--- src/rtl/dram_ctrl.sv ---
// DRAM controller for a Z80 system clocked at 4x the CPU clock.
// Translates Z80 memory/refresh cycles into multiplexed-address DRAM
// RAS/CAS timing with RAS-only refresh and a guaranteed precharge.
// All DRAM-facing outputs are registered from the state held during the
// previous cycle, so a request sampled at edge N shows nras low after N+1.
module dram_ctrl #(
    parameter int unsigned TRCD = 1,  // ROW cycles before column mux (1..7)
    parameter int unsigned TRP  = 2   // precharge cycles after RAS low (1..7)
) (
    input  logic        clk,
    input  logic        rst,
    input  logic        nmreq,
    input  logic        nrd,
    input  logic        nwr,
    input  logic        nrfsh,
    input  logic        nsltsl,
    input  logic [15:0] addr,
    output logic [7:0]  ma,
    output logic        nras,
    output logic        ncas,
    output logic        nwe,
    output logic        ndoe,
    output logic [2:0]  dbg_state
);

    typedef enum logic [2:0] {
        S_IDLE = 3'd0,
        S_ROW  = 3'd1,
        S_COL  = 3'd2,
        S_CAS  = 3'd3,
        S_REF  = 3'd4,
        S_PRE  = 3'd5
    } state_t;

    localparam logic [2:0] TRCD_LD = 3'(TRCD - 1);
    localparam logic [2:0] TRP_LD  = 3'(TRP - 1);

    state_t     state;
    state_t     next_state;
    state_t     prev_state;
    logic [2:0] cnt;
    logic       wr_lat;
    logic       rd_lat;
    logic       entered;

    assign dbg_state = state;
    // A state is "entered" in the first cycle after a change of state.
    assign entered   = (state != prev_state);

    // Next-state decode: refresh wins over access; only nmreq ends a cycle.
    always_comb begin
        next_state = state;
        case (state)
            S_IDLE: begin
                if (!nmreq && !nrfsh)       next_state = S_REF;
                else if (!nmreq && !nsltsl) next_state = S_ROW;
            end
            S_ROW: begin
                if (nmreq)           next_state = S_PRE;
                else if (cnt == 3'd0) next_state = S_COL;
            end
            S_COL: begin
                if (nmreq)             next_state = S_PRE;
                else if (!nrd || !nwr) next_state = S_CAS;
            end
            S_CAS: begin
                if (nmreq) next_state = S_PRE;
            end
            S_REF: begin
                if (nmreq) next_state = S_PRE;
            end
            S_PRE: begin
                if (cnt == 3'd0) next_state = S_IDLE;
            end
            default: next_state = S_PRE;
        endcase
    end

    // State register and shared ROW/PRE down-counter, reloaded on entry.
    always_ff @(posedge clk) begin
        if (rst) begin
            state      <= S_PRE;
            prev_state <= S_PRE;
            cnt        <= TRP_LD;
        end else begin
            state      <= next_state;
            prev_state <= state;
            if (next_state != state) begin
                case (next_state)
                    S_ROW:   cnt <= TRCD_LD;
                    S_PRE:   cnt <= TRP_LD;
                    default: cnt <= cnt;
                endcase
            end else if (cnt != 3'd0) begin
                cnt <= cnt - 3'd1;
            end
        end
    end

    // Capture access direction on the COL->CAS edge; write wins over read.
    always_ff @(posedge clk) begin
        if (rst) begin
            wr_lat <= 1'b0;
            rd_lat <= 1'b0;
        end else if (state == S_COL && next_state == S_CAS) begin
            wr_lat <= !nwr;
            rd_lat <= nwr && !nrd;
        end
    end

    // Registered DRAM strobes and multiplexed address.
    always_ff @(posedge clk) begin
        if (rst) begin
            nras <= 1'b1;
            ncas <= 1'b1;
            nwe  <= 1'b1;
            ndoe <= 1'b1;
            ma   <= 8'h00;
        end else begin
            nras <= !(state inside {S_ROW, S_COL, S_CAS, S_REF});
            ncas <= (state != S_CAS);
            nwe  <= !(state == S_CAS && wr_lat);
            ndoe <= !(state == S_CAS && rd_lat);
            if (entered) begin
                case (state)
                    S_ROW, S_REF: ma <= addr[7:0];
                    S_COL:        ma <= addr[15:8];
                    default:      ma <= ma;
                endcase
            end
        end
    end

endmodule

--- config.mk ---
export PLATFORM = sky130hd
export DESIGN_NAME = dram_ctrl
export DESIGN_NICKNAME = d
export VERILOG_FILES = /design/src/rtl/dram_ctrl.sv
export SDC_FILE = /design/constraint.sdc
export NUM_CORES = 1
export LEC_CHECK = 0
export CORE_MARGIN = 5
export CORE_UTILIZATION = 47
export DETAILED_ROUTE_END_ITERATION = 16
export PLACE_DENSITY_LB_ADDON = 0.3
export SYNTH_ARGS = -nofsm -noshare
export SYNTH_HDL_FRONTEND = slang
export SYNTH_SLANG_ARGS = --single-unit
export TNS_END_PERCENT = 20
--- constraint.sdc ---
create_clock -name clk -period 4.9 [get_ports clk]
set_input_delay 0.49 -clock clk [delete_from_list [all_inputs] [get_ports clk]]
set_output_delay 0.49 -clock clk [all_outputs]
set_load 0.01 [all_outputs]
# [Word level (Yosys, flattened, before mapping)]
# Index checks and enable logic that the tools add are counted.
[word_totals] ff_bits=23 in_bits=23 out_inout_bits=15 elab_cells=61
[classes] addsub=1 n_eq_ne=12 n_mux=13 n_reduce_logical=25
[op_table] operator="3-bit two-way mux" count=10
[op_table] operator="8-bit one-hot mux with 2 select lines" count=1
[op_table] operator="3-bit one-hot mux with 5 select lines" count=1
[op_table] operator="3-bit by 2-bit equality test with 1-bit output (second input constant)" count=3
[op_table] operator="3-bit equality test (second input constant)" count=3
[op_table] operator="1-bit zero test" count=8
[op_table] operator="3-bit by 1-bit equality test with 1-bit output (second input constant)" count=2
[op_table] operator="1-bit logical AND" count=6
[op_table] operator="3-bit zero test" count=2
[op_table] operator="3-bit != test" count=2
[op_table] operator="3-bit one-hot mux with 2 select lines" count=1
[op_table] operator="2-bit AND reduction" count=2
[op_table] operator="2-bit nonzero test" count=2
[op_table] operator="4-bit nonzero test" count=1
[op_table] operator="2-bit OR reduction" count=2
[op_table] operator="3-bit by 1-bit != test with 1-bit output (second input constant)" count=1
[op_table] operator="3-bit by 2-bit != test with 1-bit output (second input constant)" count=1
[op_table] operator="3-bit nonzero test" count=1
[op_table] operator="3-bit by 1-bit subtractor with 3-bit output (second input constant)" count=1
[op_table] operator="1-bit logical OR" count=1

# [Depth between registers and ports, before layout]
# Gate-level depths: netlist of the first run.
[depth] depth_word=8 ltp_mapped=8 depth_no_buf=7

# [Worst setup path after synthesis of the first run]
# OpenSTA, ideal clock, no wires.
[synth_path] path_type="register to register" startpoint="reg cnt[0]" endpoint="reg cnt[2]" setup_time_ns=0.124 arrival_ns=1.652 required_time_ns=4.776 path_slack_ns=3.124 stages_incl_launch_ff=9 path_buffers=1 period_less_slack_ns=1.776 cell_sequence="dfxtp_1 -> inv_1 -> ha_1 -> or2b_1 -> nor2_1 -> o41a_1 -> buf_6 -> o211ai_1 -> mux2i_1"
[synth_between] elab_chain_cells=7 word_cells_on_any_way=15 classes_between="add/sub (1); eq/ne (4); mux (6); reduce/logical (4)"
[synth_lines] item="from (decl)" line_no="41" text="logic [2:0] cnt;"
[synth_lines] item="from (signal assigned)" line_no="92" text="default: cnt <= cnt;"
[synth_lines] item="from (signal assigned)" line_no="95" text="cnt <= cnt - 3'd1;"
[synth_lines] item="3-bit zero test" line_no="60, 73"
[synth_lines] item="3-bit two-way mux" line_no="60" text="else if (cnt == 3'd0) next_state = S_COL;"
[synth_lines] item="3-bit two-way mux" line_no="59" text="if (nmreq) next_state = S_PRE;"
[synth_lines] item="3-bit one-hot mux with 5 select lines" line_no="53" text="case (state)"
[synth_lines] item="3-bit != test (tied with other cells)" line_no="88" text="if (next_state != state) begin"
[synth_lines] item="3-bit by 1-bit != test with 1-bit output (no line) / 2-bit nonzero test (equally long branches)"
[synth_lines] item="2-bit AND reduction (no line)"
# Parallel ways exist; a longest one is shown, timed or not. The select of a mux whose other input is x is not followed.
# A chain may end at the register's enable or synchronous reset.

# [Worst setup path in the final report of the first run]
[layout_path] startpoint="reg state[0] (netlist: dbg_state[0])" endpoint="out dbg_state[0]"
[layout_rtl] item="from (decl)" line_no="38" text="state_t state;"
[layout_rtl] item="from (signal assigned)" line_no="86" text="state <= next_state;"
[layout_rtl] item="to (decl)" line_no="23" text="output logic [2:0] dbg_state"
# No word-level cell between the ends.

==> impl.org, run 1 <==
** Synth
- The cell count after synthesis came out at 138.
- The biggest area contributor in the post-synthesis netlist is sky130_fd_sc_hd__dfxtp_1.
- The share of synthesized area in the top cell type comes to 0.372.
- Sequential fraction of the synthesis area :: 0.372
- In this run, synthesis inferred 0 flip-flops with an integrated enable.
- Yosys attributes the largest share of cell area to sky130_fd_sc_hd__dfxtp_1 37%, sky130_fd_sc_hd__mux2i_1 7.3%, sky130_fd_sc_hd__mux2_2 7.3%.
- The average instance in the mapped netlist occupies 8.98 sq um.
- Ys flop type :: sky130_fd_sc_hd__dfxtp_1
- In the synthesized netlist the async set-or-reset flop fraction comes to 0.
- The mapped netlist covers about 0.0012 sq mm.
- Unique cell type count in the Yosys netlist :: 40
- Synthesis produced a netlist with a net count of 163.
- Seq cells post-synth :: 23
- Yosys warning count :: 0

** Critical path
- The worst register-to-register path has a setup slack of 2.80 ns.
- The worst register-to-register path has a depth of 5.
- The worst setup path is captured at an output port.
- In this design, the stage delay of the slowest critical-path cell is 0.74 ns.
- Ordered list of cells on the worst path :: clkdlybuf4s50_1
- For this design, the slowest cell found on the critical path is sky130_fd_sc_hd__dfxtp_1.
- Together, buffers and inverters on the worst path number 1.
- Along the worst path, the maximum fanout reaches 20.
- The critical path is of the reg -> out type.
- CP arrival :: 1.71 ns
- Critical path required time :: 4.41 ns
- Launch instance of the worst register-to-register path :: dbg_state[1]
- Reg2Reg Capture Point :: wr_lat
- Cell family contributing the most delay on the critical path :: flip-flops
- Worst Setup Start Kind :: flip-flop

** Floorplanning
- Number of top-level pins :: 38
- For this configuration, the core starts out at a cell density of 0.495.
- DIE HEIGHT :: 61.3 microns
- The region available for standard cell placement spans 0.00250 sq mm.
- The floorplan step defined a die boundary enclosing 0.00376 sq mm.
- Placement row count :: 18
- In this run the horizontal extent of the chip is 61.3 microns.

** Placement
- Once detailed placement completed, the half-perimeter wirelength came to 2.00 mm.
- Total of buffers placed on input and output ports :: 37
- Area after detailed placement :: 0.00159 sq mm
- Weighted congestion reported at the end of routability-driven placement :: 0.749

** Clocking
- TritonCTS sink count :: 23
- CTS built an H-tree with a depth of 1.
- After clock tree synthesis, the clock-pin slew on the worst setup and hold paths is 0.13 ns.
- Later-pin clock latency in the skew report :: 0.31 ns
- Clock tree from TritonCTS :: built
- Maximum root-to-sink buffer count :: 2
- The tree is rooted in a sky130_fd_sc_hd__clkbuf_4.
- Number of hold buffers added after CTS :: 0
- The number of setup buffers added after CTS is 0.
- CTS Buf Count :: 3
- CTS-repair resized insts :: 0

** Timing
- Clock skew on the completed layout was measured at 0.00574 ns.
- For the final routed database, the setup TNS stands at 0 ns.
- Hold Violations, Final :: 0
- The max-slew violation count is 0.
- Derived from the worst setup path, the maximum achievable clock frequency is ~450 MHz.
- Count of endpoints failing setup in the final report :: 0
- The worst pin sits at a relative slew slack of 0.571.
- The worst path needs 2.20 ns of the cycle, external delays included.
- Dividing the final minimum period by the clock period gives 0.449.
- Final hold analysis gives a worst-case slack of 0.401 ns.
- Worst Tran Pin Value :: around 0.64 ns
- RSZ-0062 raised after global routing :: no

** Drt
- After detailed routing, the average wire length per cell comes to 13.2 microns.
- Number of routed nets with antenna violations :: 0
- The final layout contains routed wiring with a total length of 2.63 mm.
- Pre-antenna DRT Iters :: 4
- 1st-iter DRT viols :: 28
- DRC violations left :: 0
- The detailed router placed around 1000 vias in this run.
- Summed over all nets, wire length on met3 after detailed routing comes to 152 microns.
- In this run the top signal layer used is met4.
- In the final routing, the length of wire on met1 measures 1.26 mm.
- Vias per Instance :: 5.25
- Total met2 wirelength after detailed routing :: 1.17 mm

** Finish
- Number of nets in the layout :: 195
- 0 antenna diodes ended up in the layout.
- Most frequent standard cell in the layout excluding fill and tap cells :: sky130_fd_sc_hd__clkdlybuf4s50_1
- Most frequent cells in the layout :: 37 x sky130_fd_sc_hd__clkdlybuf4s50_1, 23 x sky130_fd_sc_hd__dfxtp_1, 17 x sky130_fd_sc_hd__nor2_1, 10 x sky130_fd_sc_hd__o21ai_0, 9 x sky130_fd_sc_hd__mux2i_1
- Once layout is complete, the utilization of the core stands at 0.646.
- Share of cells above drive strength 1 :: 0.124
- Area added between synthesis and finish :: 30.4%
- Design Area, Final :: 0.00162 sq mm

** Power and ir drop
- Internal power comes to 460 uW.
- Switching Fraction :: 0.391
- Static Leakage :: 0.000654 uW
- In this run the power spent charging and discharging nets is 295 uW.
- Share of total power in sequential cells :: 0.385
- In this run the power density over the cells is 468 mW/mm^2.
- IR analysis of the VDD net gives a maximum drop of between 200 and 300 uV.
- Clock group share of total power :: 0.117
- Sum of internal, switching and leakage power :: 755 uW
- The share of total power dissipated in combinational logic is 0.499.

** Global routing
- Largest net degree at the start of global routing :: 22
- The via count of the first global-routing pass was 966.
- The number of antenna violations at the first check in global routing was 0.
- Global routing finished with a remaining overflow of 0.
- Tot GR Track Use :: 0.152
- The first global-routing pass estimated between 4 and 5 mm of wire.

** Worst hold path
- In this run the most critical hold path is launched from rd_lat.
- Tightest Hold Check Type :: reg -> reg
- The worst hold path terminates at ndoe.
- Along the worst hold path, the cell count comes to 1.

** Flow run
- The tool flagged a number of max-cap violations equal to 0.

** Outcome
- The run finished with clean final reports.
## cells in the mapped netlist (all sizes together) (3+ instances only)
library cell  number
clkbuf             5
mux2i              9
nand2              7
mux2               8
a21oi              3
inv                8
buf                6
o21ai             11
nor3b              3
nor2              17
nor2b              4
dfxtp             23
o211ai             8
## sequential cells by signal (all words and copies together), names as in the netlist, 3 cells and up
name and count:
cnt 3, dbg_state 3, ma 8, prev_state 3
## layer usage
metal / up-vias / GRT usage
li1: 543 / -
met1: 476 / 0.214
met2: 20 / 0.221
met5: - / 0
met4: 0 / 0.0636
met3: 5 / 0.0377
## power by group through the flow
stage               logic, uW  registers (uW)  clock network [uW]
floorplan                 292             277                   0
global placement          370             292                   0
detailed placement        379             295                   0
CTS                       380             290                91.3
global route              413             301                 103
finish                    377             290                88.1
## logic make-up after synthesis
kind of cell    Yosys count  synth area share
compound gates           31             0.185
fa+ha+maj                 2            0.0202
buf+inv                  19            0.0778
flops                    23             0.372
mux                      17             0.145
simple gates             46             0.200
## worst max-delay path by stage
stage            startpoint           end  slack [ns]  depth (start not counted)
3_3_place_gp          nmreq        wr_lat        2.43                          6
6_report       dbg_state[0]  dbg_state[0]        2.70                          1
2_1_floorplan        cnt[0]        cnt[2]        3.12                          8
4_1_cts        dbg_state[0]  dbg_state[0]        2.69                          1
3_5_place_dp          nmreq        wr_lat        2.38                          6
5_1_grt        dbg_state[0]  dbg_state[0]        2.58                          1
## final cells by class
cell class	count	area, sq um
sequential	23	460
clock buffer	3	22.5
fill	205	885
timing repair buffer	38	378
multi-input combinational	96	682
tap	30	37.5
clock inverter	1	5.00
inverter	8	30.0
## per-stage QoR
step | std cells | setup WS (ns)
6_report | 199 | 2.70
3_3_place_gp | 195 | 2.43
5_1_grt | 199 | 2.58
4_1_cts | 199 | 2.69
3_5_place_dp | 195 | 2.38
2_1_floorplan | 138 | 3.12
No activity file was read; power rests on OpenSTA's default activity.
==> run 2, diff against run 1 <==
--- a/config.mk
+++ b/config.mk
@@ -6,7 +6,7 @@
 export NUM_CORES = 1
 export LEC_CHECK = 0
 export CORE_MARGIN = 5
-export CORE_UTILIZATION = 47
+export CORE_UTILIZATION = 41
 export DETAILED_ROUTE_END_ITERATION = 16
 export PLACE_DENSITY_LB_ADDON = 0.3
 export SYNTH_ARGS = -nofsm -noshare
==> constraint.sdc (replaced) <==
create_clock -name clk -period 2 [get_ports clk]
set_input_delay 0.2 -clock clk [delete_from_list [all_inputs] [get_ports clk]]
set_output_delay 0.2 -clock clk [all_outputs]
set_load 0.01 [all_outputs]
==> impl.org, run 2 (same netlist as run 1, synthesis figures left out) <==
** Clocking
- Number of H-tree branching levels :: 1
- Maximum root-to-sink buffer count :: 2
- Clock transition at the registers of the reported paths :: 0.13 ns
- CTS Buf Count :: 3
- In this run the clock root is driven by a sky130_fd_sc_hd__clkbuf_4.
- TritonCTS sink count :: 23
- Number of hold buffers added after CTS :: 0
- Later-pin clock latency in the skew report :: 0.31 ns
- Clock tree from TritonCTS :: built

** Finish
- Ranked by flip-flop count, first place goes to ma.
- The final layout contains 203 nets.
- The register with the most flip-flops in the layout has 8 of them.
- After routing the design area is 0.00169 sq mm.
- Counting the fill cells in the layout gives between 200 and 300.
- Number of diodes added for antenna fixing :: 0
- Most frequent cells in the layout :: 37 x sky130_fd_sc_hd__clkdlybuf4s50_1, 23 x sky130_fd_sc_hd__dfxtp_1, 17 x sky130_fd_sc_hd__nor2_1, 10 x sky130_fd_sc_hd__o21ai_0
- The area growth from synthesis to layout is 36.4%.
- Most frequent standard cell in the layout excluding fill and tap cells :: sky130_fd_sc_hd__clkdlybuf4s50_1
- In the final layout, the share of cells above drive strength 1 is 0.169.

** Drt
- Vias per Instance :: 5.43
- The final layout contains routed wiring with a total length of 2.91 mm.
- Pre-antenna DRT Iters :: 5
- For this block, the via count after detailed routing is 1141.
- Mean routed wirelength per cell :: 13.9 microns
- DRC violations left :: 0
- The detail route stage leaves a number of antenna-violating nets equal to 0.
- The detailed router finished its first iteration with 73 violations.

** Global routing
- Sum of overflow across all layers after global routing :: 0
- Entering global routing, the biggest net connects 17 pins.
- For this run, the total global-route usage over all layers was measured as 0.148.
- The first global-routing pass estimated 4.95 mm of wire.
- Via count of the first global-routing pass :: ~1200
- Number of antenna violations at the first check in global routing :: 0

** Power and ir drop
- Of the total power, the share spent switching nets is 0.384.
- Power density over the cells :: 1150 mW/mm^2
- Net switching power of the design :: about 750 uW
- Share of total power in sequential cells :: 0.340
- Clock group share of total power :: 0.109
- For this design the static power due to leakage is 0.000698 uW.
- Worst ir drop on vdd :: 497 uV
- Fraction of power consumed by combinational cells :: 0.551
- Internal power comes to 1200 uW.

** Timing
- Worst Slack Setup Final :: between 0.15 and 0.2 ns
- Headroom to the max-slew limit came out at 0.734.
- Total count of max-transition violations in the final report :: 0
- Fin crit share :: 0.919
- Derived from the worst setup path, the maximum achievable clock frequency is 544 MHz.
- Setup repair after global routing left no endpoint under its margin.
- The final-report hold violation count was 0.
- Post-layout min period :: 1.84 ns
- At the pin with the least slew margin, the transition time is 0.399 ns.
- Count of endpoints failing setup in the final report :: 0
- Largest clock skew in the final design :: roughly 0.006 ns

** Critical path
- In this run the worst path has a maximum fanout of 13.
- The slowest stage of the critical path is the sky130_fd_sc_hd__o41a_4 cell.
- Worst Setup Start Kind :: flip-flop
- Walking the worst path, the cells encountered are inv_1, ha_1, or2b_1, nor2_1, o41a_4, buf_4, o21bai_2, and3b_1.
- Kind of end point of the critical path :: flip-flop
- Critical path required time :: 2.26 ns
- The critical path is of the reg -> reg type.
- CP arrival :: between 2 and 2.5 ns
- Together, buffers and inverters on the worst path number 2.
- For this run, the slowest stage of the critical path takes around 0.43 ns.
- Broken down by cell family, the worst path's largest delay share belongs to compound AO/OA/AOI/OAI gates.

** Floorplanning
- For this configuration, the core starts out at a cell density of 0.416.
- Core region area :: 0.00298 sq mm
- In this run the core area contains 20 standard-cell rows.
- The die covers 0.00422 sq mm.
- The floorplan step set the die height to 65.0 microns.
- Number of top-level pins :: 38
- The floorplan step set the die width to around 65 microns.

** Placement
- Weighted congestion reported at the end of routability-driven placement :: 0.807
- Total of buffers placed on input and output ports :: 37
- Detailed placer's ending HPWL :: 2.26 mm
- Summing all placed instances gives a cell area of ~0.0017 sq mm.
- Before CTS, the worst setup slack after placement is -0.0807 ns.

** Outcome
- Result of the run :: completed

** Worst hold path
- The tightest min-delay check is of the reg -> reg type.

** Flow run
- The tool flagged a number of max-cap violations equal to 0.
## run 2: cell count changes in the layout (fill, tap and decap cells not counted)
cell	previous run	this run
sky130_fd_sc_hd__o41a_1	1	0
sky130_fd_sc_hd__o41a_4	0	1
sky130_fd_sc_hd__buf_4	1	9
## run 2: power by group through the flow
stage	combinational [uW]	sequential (uW)	clock (uW)
6_report	1070	661	212
5_1_grt	1180	675	246
4_1_cts	1060	661	226
3_5_place_dp	1060	670	0
3_3_place_gp	1030	664	0
2_1_floorplan	717	679	0
## run 2: metal layers
metal / vias to the layer above / track usage / wire (microns)
met5: - / 0 / 0
met4: 0 / 0.0554 / 40
met3: 4 / 0.0433 / 179
met2: 31 / 0.271 / 1510
met1: 545 / 0.158 / 1180
li1: 561 / - / -
## run 2: metrics by stage
step           power (uW)  cells  setup TNS (ns)  hold WS [ns]  utilization
2_1_floorplan        1400    138               0         0.353            -
3_3_place_gp         1700    206         -0.0118         0.371        0.555
3_5_place_dp         1730    206          -0.159         0.376        0.555
4_1_cts              1950    210               0         0.410        0.564
5_1_grt              2100    210               0         0.424        0.567
6_report             1940    210               0         0.404        0.567
## run 2: cell type report
type / count / area, sq um / share of cell area
clock buffers: 3 / 22.5 / 0.0133
inverters: 8 / 30.0 / 0.0178
clock inverters: 1 / 5.00 / 0.00296
multi-input cells: 96 / 692 / 0.410
well taps: 33 / 41.3 / 0.0244
repair buffers: 46 / 438 / 0.259
flip-flops and latches: 23 / 460 / 0.273
## run 2: worst register-to-register path, stage by stage, from the launching register on
cell and delay [ns]:
sky130_fd_sc_hd__dfxtp_1 0.37, sky130_fd_sc_hd__inv_1 0.07, sky130_fd_sc_hd__ha_1 0.20, sky130_fd_sc_hd__or2b_1 0.21, sky130_fd_sc_hd__nor2_1 0.07, sky130_fd_sc_hd__o41a_4 0.43, sky130_fd_sc_hd__buf_4 0.16, sky130_fd_sc_hd__o21bai_2 0.12
sky130_fd_sc_hd__and3b_1 0.16
## run 2: timing repair
action                                  CTS  global route
resized for setup                         0             2
pin swaps                                 1             0
endpoints found under the setup margin    2             4
buffers inserted                          0             0
## run 2: path summary, 6_finish.rpt
path / startpoint / endpoint / slack (ns) / cells past startpoint
max: cnt[0] / wr_lat / 0.16 / 8
min: rd_lat / ndoe / 0.40 / 1
max reg2reg: cnt[0] / wr_lat / 0.16 / 8
min reg2reg: rd_lat / ndoe / 0.40 / 1
==> run 3, diff against run 2 <==
--- a/config.mk
+++ b/config.mk
@@ -5,8 +5,10 @@
 export SDC_FILE = /design/constraint.sdc
 export NUM_CORES = 1
 export LEC_CHECK = 0
+export CAP_MARGIN = 10
 export CORE_MARGIN = 5
 export CORE_UTILIZATION = 41
+export CTS_CLUSTER_DIAMETER = 120
 export DETAILED_ROUTE_END_ITERATION = 16
 export PLACE_DENSITY_LB_ADDON = 0.3
 export SYNTH_ARGS = -nofsm -noshare
==> results of run 3 <==
No change in the layout: final DEF, timing and power equal those of run 2.
